[src/rtl/z_writeback_unit_pkg.sv]
// Shared CPU definitions: opcodes and writeback FSM state encoding.
// Opcode values are common to the ALU, control unit and writeback unit.
package cpu_pkg;

    localparam int WIDTH = 32;

    localparam logic [4:0] OP_LOAD   = 5'b00000;
    localparam logic [4:0] OP_LOADI  = 5'b00001;
    localparam logic [4:0] OP_STORE  = 5'b00010;
    localparam logic [4:0] OP_ADDI   = 5'b01100;
    localparam logic [4:0] OP_MUL    = 5'b01110;
    localparam logic [4:0] OP_DIV    = 5'b01111;
    localparam logic [4:0] OP_BRANCH = 5'b10010;
    localparam logic [4:0] OP_MFHI   = 5'b10111;
    localparam logic [4:0] OP_MFLO   = 5'b11000;
    localparam logic [4:0] OP_NOP    = 5'b11001;
    localparam logic [4:0] OP_HALT   = 5'b11010;

    localparam logic [1:0] S_IDLE   = 2'd0;
    localparam logic [1:0] S_DRV_LO = 2'd1;
    localparam logic [1:0] S_DRV_HI = 2'd2;
    localparam logic [1:0] S_DONE   = 2'd3;

    function automatic logic is_muldiv(input logic [4:0] op);
        return (op == OP_MUL) || (op == OP_DIV);
    endfunction

    function automatic logic is_mem(input logic [4:0] op);
        return (op == OP_LOAD) || (op == OP_STORE);
    endfunction

    function automatic logic is_nowrite(input logic [4:0] op);
        return (op == OP_BRANCH) || (op == OP_NOP) || (op == OP_HALT);
    endfunction

endpackage

[src/rtl/z_writeback_unit_reg32_en.sv]
// Word register with load enable and synchronous active-high clear.
// Used for ZHI/ZLO staging and the architectural HI/LO registers.
module reg32_en #(
    parameter int W = 32
) (
    input  logic         clk,
    input  logic         clr,
    input  logic         en,
    input  logic [W-1:0] d,
    output logic [W-1:0] q
);

    // Clear wins over load.
    always_ff @(posedge clk) begin
        if (clr)
            q <= '0;
        else if (en)
            q <= d;
    end

endmodule

[src/rtl/z_writeback_unit.sv]
// Z writeback: stages the 64-bit ALU result and sequences it onto the
// 32-bit bus one word per granted cycle; owns HI/LO.
module z_writeback_unit
    import cpu_pkg::*;
#(
    parameter int WIDTH = 32
) (
    input  logic               clk,
    input  logic               clr,
    input  logic               start,
    input  logic [4:0]         opcode,
    input  logic [2*WIDTH-1:0] c_in,
    input  logic               bus_grant,
    output logic [WIDTH-1:0]   bus_out,
    output logic               bus_req,
    output logic               wr_rz,
    output logic               wr_lo,
    output logic               wr_hi,
    output logic               wr_mar,
    output logic               busy,
    output logic               done,
    output logic [WIDTH-1:0]   hi_q,
    output logic [WIDTH-1:0]   lo_q
);

    logic [1:0]       state;
    logic [1:0]       state_nx;
    logic [4:0]       op_q;
    logic [WIDTH-1:0] zhi;
    logic [WIDTH-1:0] zlo;
    logic [WIDTH-1:0] hi;
    logic [WIDTH-1:0] lo;
    logic             cap;
    logic             gnt;
    logic             lo_en;
    logic             hi_en;

    // A clear cycle never issues a write, even with grant high.
    assign cap   = start && (state == S_IDLE);
    assign gnt   = bus_grant && !clr;
    assign lo_en = (state == S_DRV_LO) && gnt && is_muldiv(op_q);
    assign hi_en = (state == S_DRV_HI) && gnt;

    reg32_en #(.W(WIDTH)) u_zhi (
        .clk(clk), .clr(clr), .en(cap),
        .d(c_in[2*WIDTH-1:WIDTH]), .q(zhi)
    );

    reg32_en #(.W(WIDTH)) u_zlo (
        .clk(clk), .clr(clr), .en(cap),
        .d(c_in[WIDTH-1:0]), .q(zlo)
    );

    reg32_en #(.W(WIDTH)) u_hi (
        .clk(clk), .clr(clr), .en(hi_en),
        .d(zhi), .q(hi)
    );

    reg32_en #(.W(WIDTH)) u_lo (
        .clk(clk), .clr(clr), .en(lo_en),
        .d(zlo), .q(lo)
    );

    assign hi_q = hi;
    assign lo_q = lo;

    // Opcode of the staged result, captured only from IDLE.
    always_ff @(posedge clk) begin
        if (clr)
            op_q <= '0;
        else if (cap)
            op_q <= opcode;
    end

    // State register.
    always_ff @(posedge clk) begin
        if (clr)
            state <= S_IDLE;
        else
            state <= state_nx;
    end

    // Next state: advance only on grant, no timeout.
    always_comb begin
        state_nx = state;
        case (state)
            S_IDLE: begin
                if (start)
                    state_nx = is_nowrite(opcode) ? S_DONE : S_DRV_LO;
            end
            S_DRV_LO: begin
                if (gnt)
                    state_nx = is_muldiv(op_q) ? S_DRV_HI : S_DONE;
            end
            S_DRV_HI: begin
                if (gnt)
                    state_nx = S_DONE;
            end
            default: state_nx = S_IDLE;
        endcase
    end

    // Bus word, strobes and status; bus_out is zero without a strobe.
    always_comb begin
        bus_out = '0;
        wr_rz   = 1'b0;
        wr_lo   = 1'b0;
        wr_hi   = 1'b0;
        wr_mar  = 1'b0;
        bus_req = (state == S_DRV_LO) || (state == S_DRV_HI);
        busy    = (state != S_IDLE);
        done    = (state == S_DONE);
        if (state == S_DRV_LO && gnt) begin
            if (op_q == OP_MFHI)
                bus_out = hi;
            else if (op_q == OP_MFLO)
                bus_out = lo;
            else
                bus_out = zlo;
            if (is_muldiv(op_q))
                wr_lo = 1'b1;
            else if (is_mem(op_q))
                wr_mar = 1'b1;
            else
                wr_rz = 1'b1;
        end else if (state == S_DRV_HI && gnt) begin
            bus_out = zhi;
            wr_hi   = 1'b1;
        end
    end

endmodule
[config.mk]
export PLATFORM = sky130hd
export DESIGN_NAME = z_writeback_unit
export DESIGN_NICKNAME = d
export VERILOG_FILES = /design/src/rtl/z_writeback_unit_pkg.sv /design/src/rtl/z_writeback_unit_reg32_en.sv /design/src/rtl/z_writeback_unit.sv
export SDC_FILE = /design/constraint.sdc
export NUM_CORES = 1
export LEC_CHECK = 0
export BUFFER_PORTS_ARGS = -buffer_cell sky130_fd_sc_hd__buf_4
export CAP_MARGIN = 5
export CORE_MARGIN = 2
export CORE_UTILIZATION = 50
export CTS_CLUSTER_DIAMETER = 50
export DETAILED_ROUTE_END_ITERATION = 7
export PLACE_DENSITY = 0.88
export SLEW_MARGIN = 30
export SYNTH_ARGS = -nofsm -noshare
export SYNTH_HDL_FRONTEND = slang
export SYNTH_HIERARCHICAL = 1
export SYNTH_SLANG_ARGS = --single-unit
[constraint.sdc]
create_clock -name clk -period 4.15 [get_ports clk]
set_clock_uncertainty 0.05 [all_clocks]
set_input_delay 0.83 -clock clk [delete_from_list [all_inputs] [get_ports clk]]
set_output_delay 0.83 -clock clk [all_outputs]
set_load 0.03 [all_outputs]
Yosys cells after proc, flatten, opt, wreduce, memory -nomap -nowiden
Cells that the tools add are included.

word-level totals
  ROM bits = 0
  bits of input ports = 73
  latch bits = 0
  flip-flop bits (word level) = 135
  memory bits (writable) = 0
  memories = 0

cells by class
  shift-type cells = 0
  $lt $le $gt $ge = 0
  div/mod/pow operators = 0
  reductions and logical operators = 15
  bitwise logic cells = 0
  mux-type cells = 20
  $add $sub $neg = 0
  equality and inequality tests = 14
  $mul = 0

operators with widths
  kind                                           count
  2-to-1 mux 32 bit                              4
  == test 5 bit, second input constant           5
  2-to-1 mux 1 bit                               11
  == test 5 x 4 -> 1 bit, second input constant  2
  2-to-1 mux 2 bit                               4
  != test 2 bit, second input constant           3
  one-hot mux 2 bit (3 select lines)             1
  == test 5 x 2 -> 1 bit, second input constant  1
  logical AND 1 bit                              5
  logical NOT 5 bit                              1
  logical OR 1 bit                               5
  == test 2 bit, second input constant           2
  AND reduction 3 bit                            1
  == test 2 x 1 -> 1 bit, second input constant  1
  logical NOT 2 bit                              1
  nonzero test 2 bit                             1
  logical NOT 1 bit                              1

Logic depth before layout (Yosys ltp)
Gate-level depths: netlist of the first run.

  depth in word-level cells = 6
  depth in mapped cells = 8
  depth with buffers taken out = 6

Hierarchy
Netlist of the first run, hierarchy kept.

modules (own cells, without submodules)
  module            times used  sequential area each (um^2)  cells an instance  area an instance (um^2)
  reg32_en          4           640.6                        103                1163.6
  z_writeback_unit  1           140.1                        247                1540.2

Worst setup path after synthesis of the first run
No wires, ideal clock.

  kind = input -> output
  from = input port clr
  to = output port bus_out[22]
  data required time = 3270 ps
  data arrival time = 2133 ps
  stages = 7
  setup slack = 1137 ps
  path buffers = 3
  cell sequence = buf_2 -> nor2b_2 -> and3b_1 -> clkbuf_1 -> buf_2 -> nand2_1 -> o21ai_1

on the way
  cells in the longest elaborated chain, start to end = 5
  elaborated cells between the ends (all ways) = 6
  classes of those cells = mux (2); reduce/logical (4)

RTL lines
  item                 RTL line                 text
  start, declared      z_writeback_unit.sv:9    input logic clr,
  logical NOT 1 bit *  z_writeback_unit.sv:40   assign gnt = bus_grant && !clr;
  logical AND 1 bit *  z_writeback_unit.sv:40
  logical AND 1 bit    z_writeback_unit.sv:126  end else if (state == S_DRV_HI && gnt) begin
  2-to-1 mux 32 bit    z_writeback_unit.sv:126
  2-to-1 mux 32 bit *  z_writeback_unit.sv:113  if (state == S_DRV_LO && gnt) begin
  end, declared        z_writeback_unit.sv:14   output logic [WIDTH-1:0] bus_out,

Mark *: on every way between the ends. The rest lies on a longest branch, timed or not.

Worst setup path after layout of the first run
  from = register op_q[4]
  to = output port bus_out[3]

on the way
  cells in the longest elaborated chain, start to end = 4
  elaborated cells between the ends (all ways) = 5
  classes of those cells = eq/ne (2); mux (3)

RTL lines
  item                    RTL line                 text
  start, declared         z_writeback_unit.sv:28   logic [4:0] op_q;
  start signal, assigned  z_writeback_unit.sv:72   op_q <= opcode;
  == test 5 bit           z_writeback_unit.sv:116  else if (op_q == OP_MFLO)
  2-to-1 mux 32 bit       z_writeback_unit.sv:116
  2-to-1 mux 32 bit *     z_writeback_unit.sv:114  if (op_q == OP_MFHI)
  2-to-1 mux 32 bit *     z_writeback_unit.sv:113

Marked as above.

==> key figures, run 1 <==
Worst setup path
  – Setup crit end kind: output port
  – Most frequent CP cell: buf_4
  – CP Max Fanout: 21
  – Worst path max stage delay: 0.72 ns
  – Worst path top cell family by delay: flip-flops
  – CP cell instances: nand2_1 > buf_4 > o21ai_0 > o21ai_1 > buf_4
  – R2R setup slack: 1.76 ns
  – Worst path bufs/invs: 2
  – Startpoint Class: flop
  – CP arrival: 2.52 ns
  – Critical Path RT: 3.27 ns
  – WS Path Type: flop to output port
  – CP max stage cell: dfxtp_1

Routing
  – WL final: 16600 um
  – Routed via count: 5383
  – Max Used Layer: met4
  – Via density: 5.42
  – WL met2: 7660 um
  – WL per Instance: 16.7 um
  – Residual DRC: 0
  – DRT iter0 DRCs: 495
  – Met1 WL: 7400 um
  – DRT Pass-1 Iters: 5
  – Met3 routed WL: 1270 um
  – Post-route ant nets: 0

Clock network
  – Post-CTS setup repair buffer count: 0
  – CTS Hold Bufs: 0
  – CTS Buf Count: 17
  – Longest Clk Path Bufs: 2
  – Clk_lat worst skew: 0.40 ns
  – Clock root buffer: clkbuf_16
  – Clock-pin slew on the worst setup and hold paths: 0.05 ns
  – CTS Sinks: 135
  – H-tree levels: 4
  – CTS tree: done
  – CTS resizes: 0

STA
  – Setup-failing EPs final: 0
  – Hold slack: 0.456 ns
  – Setup TNS Final: 0 ns
  – Hold Fails Final Rpt: 0
  – Fin crit share: 81.9%
  – Max-slew violations: 0
  – Time the worst path needs with I/O delays and setup: 3.40 ns
  – RSZ-0062 raised after global routing: no
  – Worst relative slew slack: 51.9%
  – Least-Margin Pin Slew: 0.719 ns
  – Peak Freq: 294 MHz

Place
  – DP Area: 7390 sq um
  – DP Wirelength: 11200 um
  – DP Cell Count: 962
  – Routability cong.: 0.824
  – PortBufs: 175

Job
  – Max-cap violations: 0

Logic synthesis
  – EDFF count, synth: 0
  – Seq/Total Area, Yosys: 43.6%
  – Avg Cell Area, Syn: 9.40 sq um
  – Yosys Warn Count: 6
  – Top_reg_cell synth: dfxtp_1
  – Cell variety after synth: 33
  – Syn Inst Count: 659
  – Synthesized Nets: 736
  – Synthesis-stage register bit count: 135
  – Synthesized area: 6190 sq um
  – Fraction of registers with async set/reset: 0%

Die
  – Initial core utilization: 51.4%
  – Die area: 13300 sq um
  – Row count: 40
  – I/O Pins: 176
  – Core region area: 12100 sq um
  – Die H: 115 um
  – Die span in x: 115 um

Power
  – Clock power frac: 39.6%
  – Power density cells: 510 nW/um^2
  – Psw: 1.19 mW
  – Worst VDD drop: 557 uV
  – Tot Pwr: 4.09 mW
  – Sequential Power Share: 38.2%
  – Switching Share: 29.1%
  – Int Power: 2.90 mW
  – Combinational share of power: 22.2%
  – Leakage power: 3.39 nW

Hold path
  – Hold Crit Class: flop to flop

Final layout
  – Fin area: 8030 sq um
  – Non-Filler Instances: 994
  – Diodes inserted: 0
  – Nets: 890
  – Area grow syn2layout: 29.6%
  – Proportion of layout cells with a drive suffix above 1: 31.4%

GRT
  – Initial antenna violation count: 0
  – First-pass GRT wire length: 26500 um
  – Vias in the first global route: 5173
  – Largest net degree at the start of global routing: 71
  – Total GRT Usage: 25.4%
  – Total gr overflow: 0

Outcome
  – Outcome: completed
[cell type report]
| type | instances | area, sq um |
|---|---|---|
| clock buffer | 20 | 437 |
| clock inverter | 12 | 200 |
| fill | 948 | 4040 |
| inverter | 4 | 17.5 |
| multi-input combinational | 467 | 3020 |
| sequential | 135 | 2700 |
| tap | 168 | 210 |
| timing repair buffer | 188 | 1440 |
[final timing paths]
| path | from | endpoint | depth (start not counted) |
|---|---|---|---|
| setup / recovery | op_q[4]$_SDFFE_PP0P_ | bus_out[3] | 5 |
| setup reg to reg | op_q[4]$_SDFFE_PP0P_ | u_lo/q[12]$_SDFFE_PP0P_ | 6 |
| hold / removal | state[0]$_SDFFE_PP0P_ | state[0]$_SDFFE_PP0P_ | 2 |
| hold reg to reg | state[0]$_SDFFE_PP0P_ | state[0]$_SDFFE_PP0P_ | 2 |
[cell families after synthesis]
kind of cell | count (synthesis) | synth area share (%)
adders and majority gates | 4 | 0.808
buffers and inverters | 57 | 7.72
and+or+nand+nor | 227 | 16.6
DFF | 135 | 43.6
muxes | 129 | 20.8
AOI/OAI and AO/OA | 107 | 10.4
[cell usage in the layout, fill, tap and decap left out, types with 2 or more instances in the layout]
| master | instances |
|---|---|
| a211oi_1 | 31 |
| a211oi_2 | 2 |
| a21oi_1 | 7 |
| and2_1 | 2 |
| and3_2 | 32 |
| buf_12 | 2 |
| buf_4 | 186 |
| bufinv_16 | 5 |
| clkbuf_1 | 3 |
| clkbuf_16 | 17 |
| clkinv_2 | 2 |
| clkinvlp_4 | 3 |
| dfxtp_1 | 135 |
| ha_1 | 4 |
| inv_1 | 3 |
| mux2i_1 | 129 |
| nand2_1 | 49 |
| nor2_1 | 133 |
| o21ai_0 | 34 |
| o21ai_1 | 28 |
| o21ai_2 | 2 |
[stage by stage]
step | util [%] | setup WS, ns
finish | 66.5 | 0.750
global placement | 61.3 | 1.14
global route | 66.5 | 0.557
detailed placement | 61.3 | 1.15
floorplan | - | 1.14
CTS | 66.5 | 0.714
[synthesized netlist by cell type, types with 3 or more instances]
| cell type | instances | area share [%] |
|---|---|---|
| buf_2 | 7 | 0.57 |
| and2_1 | 3 | 0.30 |
| buf_6 | 7 | 1.3 |
| buf_12 | 12 | 3.9 |
| and3_2 | 32 | 3.9 |
| ha_1 | 4 | 0.81 |
| dfxtp_1 | 135 | 44 |
| o21ai_0 | 34 | 2.7 |
| inv_1 | 4 | 0.24 |
| a21oi_1 | 7 | 0.57 |
| clkbuf_1 | 24 | 1.5 |
| nand2_1 | 49 | 3.0 |
| mux2i_1 | 129 | 21 |
| o21ai_1 | 28 | 2.3 |
| a211oi_1 | 31 | 3.8 |
| nor2_1 | 134 | 8.1 |
[metal layers]
metal	GRT usage, %	vias up
met3	6.01	24
met5	0	-
met2	40.6	244
met1	34.4	2531
met4	6.83	0
li1	-	2584
[state kept, by name (all words and copies together) (netlist names)]
register,flops
u_zlo/q,32
op_q,5
u_lo/q,32
u_hi/q,32
state,2
u_zhi/q,32
[worst reg2reg max path, cell delays in order (launching register included)]
cell      delay (ns)
dfxtp_1         0.51
buf_4           0.32
nand4b_1        0.28
nor2_4          0.16
buf_4           0.52
mux2i_1         0.33
nor2_1          0.07
[power groups by stage]
stage,clock network [mW],logic (mW),registers (mW)
floorplan,0,0.771,1.55
global placement,0,0.881,1.58
detailed placement,0,0.900,1.58
CTS,1.64,0.906,1.56
global route,1.70,0.984,1.58
finish,1.62,0.908,1.56
Power figures use the tool's default switching activity.
==> inputs of run 2 (changes only) <==
CORE_UTILIZATION = 47   (was 50)
PLACE_DENSITY = 0.87   (was 0.88)
clock period = 3 ns   (was 4.15 ns; I/O delays follow)
==> run 2 against run 1 <==
Against the previous run:
- clock power up 20%
- cell count up 0.70%
- highest routed layer unchanged
- first-iteration DRC count is 22% lower
- via count shrank 0.26%
- combinational power up 43%
- register-to-register slack lost 0.85 ns
- worst setup slack got worse by 0.62 ns
==> key figures, run 2 (synthesized netlist as in run 1, its figures left out) <==
Outcome
  – Outcome: completed

Final layout
  – Fin area: 7980 sq um (-0.53%)
  – Diodes inserted: 0 (unchanged)
  – Proportion of layout cells with a drive suffix above 1: 31.7% (+0.37 points)
  – Non-Filler Instances: 1001 (+0.70%)
  – Commonest cells after routing, fill and taps aside: buf_4, dfxtp_1, nor2_1, mux2i_1, nand2_1
  – Area of the multi-input gates: 3030 sq um (+0.17%)
  – Register area: 2700 sq um (unchanged)
  – Area grow syn2layout: 28.9%
  – Number of fill cells: 1075 (+13%)
  – Final core occ: 62.8% (-3.8 points)
  – Most common cell after layout, fill and taps aside: buf_4
  – Nets: 893 (+0.34%)

Worst setup path
  – CP arrival: 2.21 ns (-0.31 ns)
  – WS Path Type: flop to output port
  – Critical Path RT: 2.35 ns (-0.92 ns)
  – Startpoint Class: flop
  – Setup crit end kind: output port
  – CP Max Fanout: 32 (+52%)

Place
  – DP Cell Count: 969 (+0.73%)
  – Routability cong.: 0.884 (+7.2%)
  – DP Wirelength: 11100 um (-0.59%)
  – PortBufs: 175 (unchanged)
  – DP Area: 7420 sq um (+0.37%)

STA
  – Hold slack: 0.364 ns (-0.0924 ns)
  – Time the worst path needs with I/O delays and setup: 2.86 ns
  – Fin crit share: 95.5%
  – Worst relative slew slack: 49.1% (-2.7 points)
  – RSZ-0062 raised after global routing: yes
  – Max-slew violations: 0 (unchanged)
  – Setup-failing EPs final: 0 (unchanged)
  – Least-Margin Pin Slew: 0.763 ns (+0.0435 ns)
  – Peak Freq: 349 MHz
  – Hold Fails Final Rpt: 0 (unchanged)

Power
  – Tot Pwr: 5.38 mW (+32%)
  – Clock power frac: 36.0% (-3.6 points)
  – Power density cells: 674 nW/um^2 (+32%)
  – Combinational share of power: 24.1% (+1.9 points)
  – Leakage power: 3.39 nW (about the same)
  – Int Power: 3.73 mW (+29%)
  – Worst VDD drop: 484 uV (-13%)
  – Sequential Power Share: 40.0% (+1.8 points)
  – Switching Share: 30.8% (+1.6 points)
  – Psw: 1.66 mW (+39%)

GRT
  – Total GRT Usage: 24.1% (-1.3 points)
  – Total gr overflow: 0 (unchanged)
  – Largest net degree at the start of global routing: 74 (+4.2%)
  – Vias in the first global route: 5164 (-0.17%)
  – First-pass GRT wire length: 27000 um (+2.0%)
  – Initial antenna violation count: 0 (unchanged)

Routing
  – Routed via count: 5369 (-0.26%)
  – WL per Instance: 17.1 um (+2.3%)
  – WL final: 17100 um (+3.1%)
  – Post-route ant nets: 0 (unchanged)
  – Via density: 5.36 (-0.96%)
  – DRT iter0 DRCs: 388 (-22%)
  – DRT Pass-1 Iters: 5 (unchanged)
  – Residual DRC: 0 (unchanged)

Clock network
  – Clk_lat worst skew: 0.42 ns (+0.02 ns)
  – Clock root buffer: clkbuf_16
  – H-tree levels: 4 (unchanged)
  – Clock-pin slew on the worst setup and hold paths: 0.06 ns (about the same)
  – CTS tree: done
  – CTS Sinks: 135 (unchanged)
  – Post-CTS setup repair buffer count: 0 (unchanged)
  – Longest Clk Path Bufs: 2 (unchanged)
  – CTS Buf Count: 17 (unchanged)

Hold path
  – Hold Crit Class: input pin to flop

Die
  – Initial core utilization: 48.7% (-2.7 points)
  – I/O Pins: 176 (unchanged)
  – Die H: 119 um (+3.0%)
  – Die area: 14100 sq um (+6.2%)
  – Row count: 41 (+2.5%)
  – Core region area: 12700 sq um (+5.5%)
  – Die span in x: 119 um (+3.0%)

Job
  – Max-cap violations: 0 (unchanged)
## run 2: cell types whose count changed in the layout (fill, tap and decap cells not counted)
cell,delta
nand2_2,-1
inv_6,-1
clkinv_2,+2
clkinv_4,-1
nand2_4,+1
clkbuf_1,-1
buf_4,+2
clkbuf_8,+6
buf_6,+1
bufinv_16,-5
## run 2: area by class of cell
type,instances,area share [%]
inverter,4,0.219
clock buffer,25,6.46
sequential,135,33.9
timing repair buffer,191,18.3
tap,172,2.70
clock inverter,7,0.533
multi-input combinational,467,37.9
## run 2: power by group through the flow
| stage | clock network, mW | registers (mW) | logic, mW |
|---|---|---|---|
| finish | 1.94 | 2.15 | 1.30 |
| global route | 2.04 | 2.17 | 1.40 |
| CTS | 1.96 | 2.15 | 1.29 |
| detailed placement | 0 | 2.18 | 1.27 |
| global placement | 0 | 2.18 | 1.25 |
| floorplan | 0 | 2.15 | 1.07 |
## run 2: path summary, 6_finish.rpt
check / startpoint / to / slack, ns / cells past startpoint
setup / recovery: op_q[3]$_SDFFE_PP0P_ / bus_out[5] / 0.14 / 5
hold / removal: c_in[61] / u_zhi/q[29]$_SDFFE_PP0P_ / 0.36 / 3
setup reg to reg: op_q[4]$_SDFFE_PP0P_ / u_lo/q[26]$_SDFFE_PP0P_ / 0.91 / 6
hold reg to reg: state[0]$_SDFFE_PP0P_ / state[0]$_SDFFE_PP0P_ / 0.46 / 2
## run 2: critical path, cell delays in order, from the launching register on
cell and delay, ns:
dfxtp_1 0.42, nor4b_4 0.33, nand2_4 0.31, a211oi_1 0.44, o21ai_1 0.12, buf_4 0.18
## run 2: per-stage QoR
step,TNS [ns],setup WS [ns]
6_report,0,0.135
2_1_floorplan,0,0.447
3_5_place_dp,0,0.413
5_1_grt,-0.0416,-0.0307
4_1_cts,0,0.0766
3_3_place_gp,0,0.443
## run 2: metal layers
| metal | GRT usage (%) | up-vias | part of all wire [%] |
|---|---|---|---|
| li1 | - | 2591 | - |
| met1 | 31.1 | 2506 | 43 |
| met2 | 37.8 | 243 | 46 |
| met3 | 7.82 | 29 | 8.6 |
| met4 | 8.26 | 0 | 1.7 |
| met5 | 0 | - | 0 |
## run 2: timing repair
| action | CTS | global route |
|---|---|---|
| hold buffers | 0 | 0 |
| setup endpoints to repair | 10 | 2 |
| resized for setup | 1 | 1 |
==> inputs of run 3 (changes only) <==
CORE_UTILIZATION = 50   (was 47)
PLACE_DENSITY = 0.88   (was 0.87)
clock period = 2.85 ns   (was 3 ns; I/O delays follow)
==> run 3 against run 2 <==
Against the previous run:
- flip-flop and latch count unchanged
- sequential share of layout area down 0.51 points
- core utilization up 4.5 points
- die area down 5.8%
- count of clock-buffer cells in the layout down 7
- via count up 2.2%
- global-route usage up 2.0 points
- register-to-register slack worse by 0.06 ns
- sequential power up 6%
- non-clock buffer count up 5
- critical path type unchanged
- highest routed layer unchanged
==> key figures, run 3 (synthesized netlist as in run 1, its figures left out) <==
Outcome
  – Outcome: completed

Die
  – Die H: 115 um (-2.9%)
  – Die area: 13300 sq um (-5.8%)
  – Initial core utilization: 51.4% (+2.7 points)
  – Die span in x: 115 um (-2.9%)
  – I/O Pins: 176 (unchanged)
  – Core region area: 12100 sq um (-5.2%)
  – Row count: 40 (-2.4%)

GRT
  – Total GRT Usage: 26.1% (+2.0 points)
  – Total gr overflow: 0 (unchanged)
  – Met2 Track Usage GR: 41.2% (+3.5 points)
  – Vias in the first global route: 5376 (+4.1%)
  – First-pass GRT wire length: 27000 um (about the same)
  – GRT met3 Usage: 7.12% (-0.70 points)
  – Largest net degree at the start of global routing: 70 (-5.4%)
  – Initial antenna violation count: 0 (unchanged)
  – GR peak layer: met2
  – Global routing usage on met1: 33.3% (+2.2 points)

Final layout
  – Commonest cells after routing, fill and taps aside: buf_4, dfxtp_1, nor2_1, mux2i_1, nand2_1
  – Diodes inserted: 0 (unchanged)
  – Fin area: 8110 sq um (+1.5%)
  – Number of fill cells: 947 (-12%)
  – Most common cell after layout, fill and taps aside: buf_4
  – Nets: 898 (+0.56%)
  – Non-Filler Instances: 1002 (+0.10%)
  – Area grow syn2layout: 30.9%
  – Proportion of layout cells with a drive suffix above 1: 33.8% (+2.1 points)

Clock network
  – CTS tree: done
  – Clock-pin slew on the worst setup and hold paths: 0.06 ns (about the same)
  – CTS Sinks: 135 (unchanged)
  – Post-CTS setup repair buffer count: 0 (unchanged)
  – CTS resizes: 0 (-1)
  – Clk_lat worst skew: 0.42 ns (about the same)
  – CTS Buf Count: 17 (unchanged)
  – H-tree levels: 4 (unchanged)
  – Longest Clk Path Bufs: 2 (unchanged)
  – CTS Hold Bufs: 0 (unchanged)
  – Clock root buffer: clkbuf_16

Power
  – Psw: 1.78 mW (+7.5%)
  – Int Power: 4.08 mW (+9.5%)
  – Leakage power: 3.44 nW (+1.5%)
  – Switching Share: 30.4% (-0.40 points)
  – Clock power frac: 37.5% (+1.5 points)
  – Power density cells: 723 nW/um^2 (+7.2%)
  – Combinational share of power: 23.8% (-0.3 points)
  – Sequential Power Share: 38.6% (-1.4 points)
  – Worst VDD drop: 513 uV (+5.8%)

STA
  – Setup TNS Final: 0 ns (unchanged)
  – Max-slew violations: 0 (unchanged)
  – Least-Margin Pin Slew: 0.685 ns (-0.0783 ns)
  – Final worst slack: 0.107 ns (-0.0278 ns)
  – Fin crit share: 96.2%
  – Time the worst path needs with I/O delays and setup: 2.74 ns
  – Worst relative slew slack: 54.4% (+5.2 points)
  – Setup-failing EPs final: 0 (unchanged)
  – Peak Freq: 365 MHz
  – Hold Fails Final Rpt: 0 (unchanged)
  – Hold slack: 0.336 ns (-0.0281 ns)

Routing
  – WL final: 17200 um (+0.94%)
  – Via density: 5.47 (+2.1%)
  – WL per Instance: 17.2 um (+0.84%)
  – Routed via count: 5485 (+2.2%)
  – Residual DRC: 0 (unchanged)
  – Post-route ant nets: 0 (unchanged)
  – DRT iter0 DRCs: 464 (+20%)
  – DRT Pass-1 Iters: 5 (unchanged)

Worst setup path
  – Most frequent CP cell: buf_4
  – Critical Path RT: 2.23 ns (-0.12 ns)
  – WS Path Type: flop to output port
  – CP startpoint: op_q[1]$_SDFFE_PP0P_
  – FF-to-FF End: u_zhi/q[4]$_SDFFE_PP0P_
  – CP max stage cell: dfxtp_1
  – Setup crit end kind: output port
  – Worst path max stage delay: 0.37 ns (-0.07 ns)
  – Reg2reg start: state[0]$_SDFFE_PP0P_
  – R2R setup slack: 0.85 ns (-0.06 ns)
  – End of the critical path: bus_out[4]
  – CP arrival: 2.12 ns (-0.09 ns)
  – Reg2reg path depth: 7 (+1)
  – Startpoint Class: flop
  – CP Max Fanout: 17 (-47%)
  – CP cell instances: nor4b_4 > nand2_2 > buf_4 > a211oi_1 > o21ai_1 > buf_4

Place
  – Routability cong.: 0.832 (-5.9%)
  – DP Wirelength: 11400 um (+2.7%)
  – DP Cell Count: 970 (+0.10%)
  – Pre-CTS setup slack: 0.402 ns (-0.0103 ns)
  – DP Area: 7450 sq um (+0.44%)
  – PortBufs: 175 (unchanged)

Job
  – Max-cap violations: 0 (unchanged)

Hold path
  – Hold Crit Class: input pin to flop
[run 3: cell count changes in the layout (fill, tap and decap cells not counted), moves of 2 or more]
| cell | change |
|---|---|
| buf_4 | +6 |
| clkinv_4 | +2 |
| clkinv_2 | +3 |
| clkbuf_8 | -5 |
| a211oi_2 | +12 |
| bufinv_16 | +3 |
| clkbuf_1 | -2 |
| a211oi_1 | -12 |
[run 3: final cells by class]
type	count	area, sq um	area share [%]
timing repair buffer	196	1500	18.5
multi-input combinational	467	3080	38.0
clock inverter	14	158	1.94
clock buffer	18	439	5.42
tap	168	210	2.59
inverter	4	17.5	0.216
sequential	135	2700	33.3
[run 3: metal layers]
metal  wire [um]  part of all wire [%]  up-vias
li1            -                     -     2600
met1        7290                    42     2578
met2        7910                    46      267
met3        1560                   9.1       40
met4         476                   2.8        0
met5           0                     0        -
[run 3: stage by stage]
stage | utilization (%) | power, mW
global placement | 61.8 | 3.61
finish | 67.2 | 5.86
floorplan | - | 3.38
global route | 67.2 | 6.10
detailed placement | 61.8 | 3.65
CTS | 66.7 | 5.86
[run 3: power by group through the flow]
stage	clock, mW	combinational, mW	sequential [mW]
final	2.20	1.40	2.27
after floorplan	0	1.12	2.26
after CTS	2.23	1.38	2.25
after detailed placement	0	1.36	2.29
after global placement	0	1.33	2.28
after global routing	2.30	1.51	2.29
[run 3: worst min-delay path by stage]
stage / from / end / slack, ns / cells past startpoint
after global routing: c_in[48] / u_zhi/q[16]$_SDFFE_PP0P_ / 0.34 / 3
after floorplan: state[0]$_SDFFE_PP0P_ / state[0]$_SDFFE_PP0P_ / 0.42 / 2
after global placement: state[0]$_SDFFE_PP0P_ / state[0]$_SDFFE_PP0P_ / 0.44 / 2
final: c_in[21] / u_zlo/q[21]$_SDFFE_PP0P_ / 0.34 / 3
after detailed placement: state[0]$_SDFFE_PP0P_ / state[0]$_SDFFE_PP0P_ / 0.44 / 2
after CTS: c_in[2] / u_zlo/q[2]$_SDFFE_PP0P_ / 0.33 / 3
[run 3: critical path, delay by kind of cell, from the launching register on]
family	cells	cell delay [ns]
flops	1	0.37
compound gates	2	0.48
simple gates	2	0.45
buf+inv	2	0.40
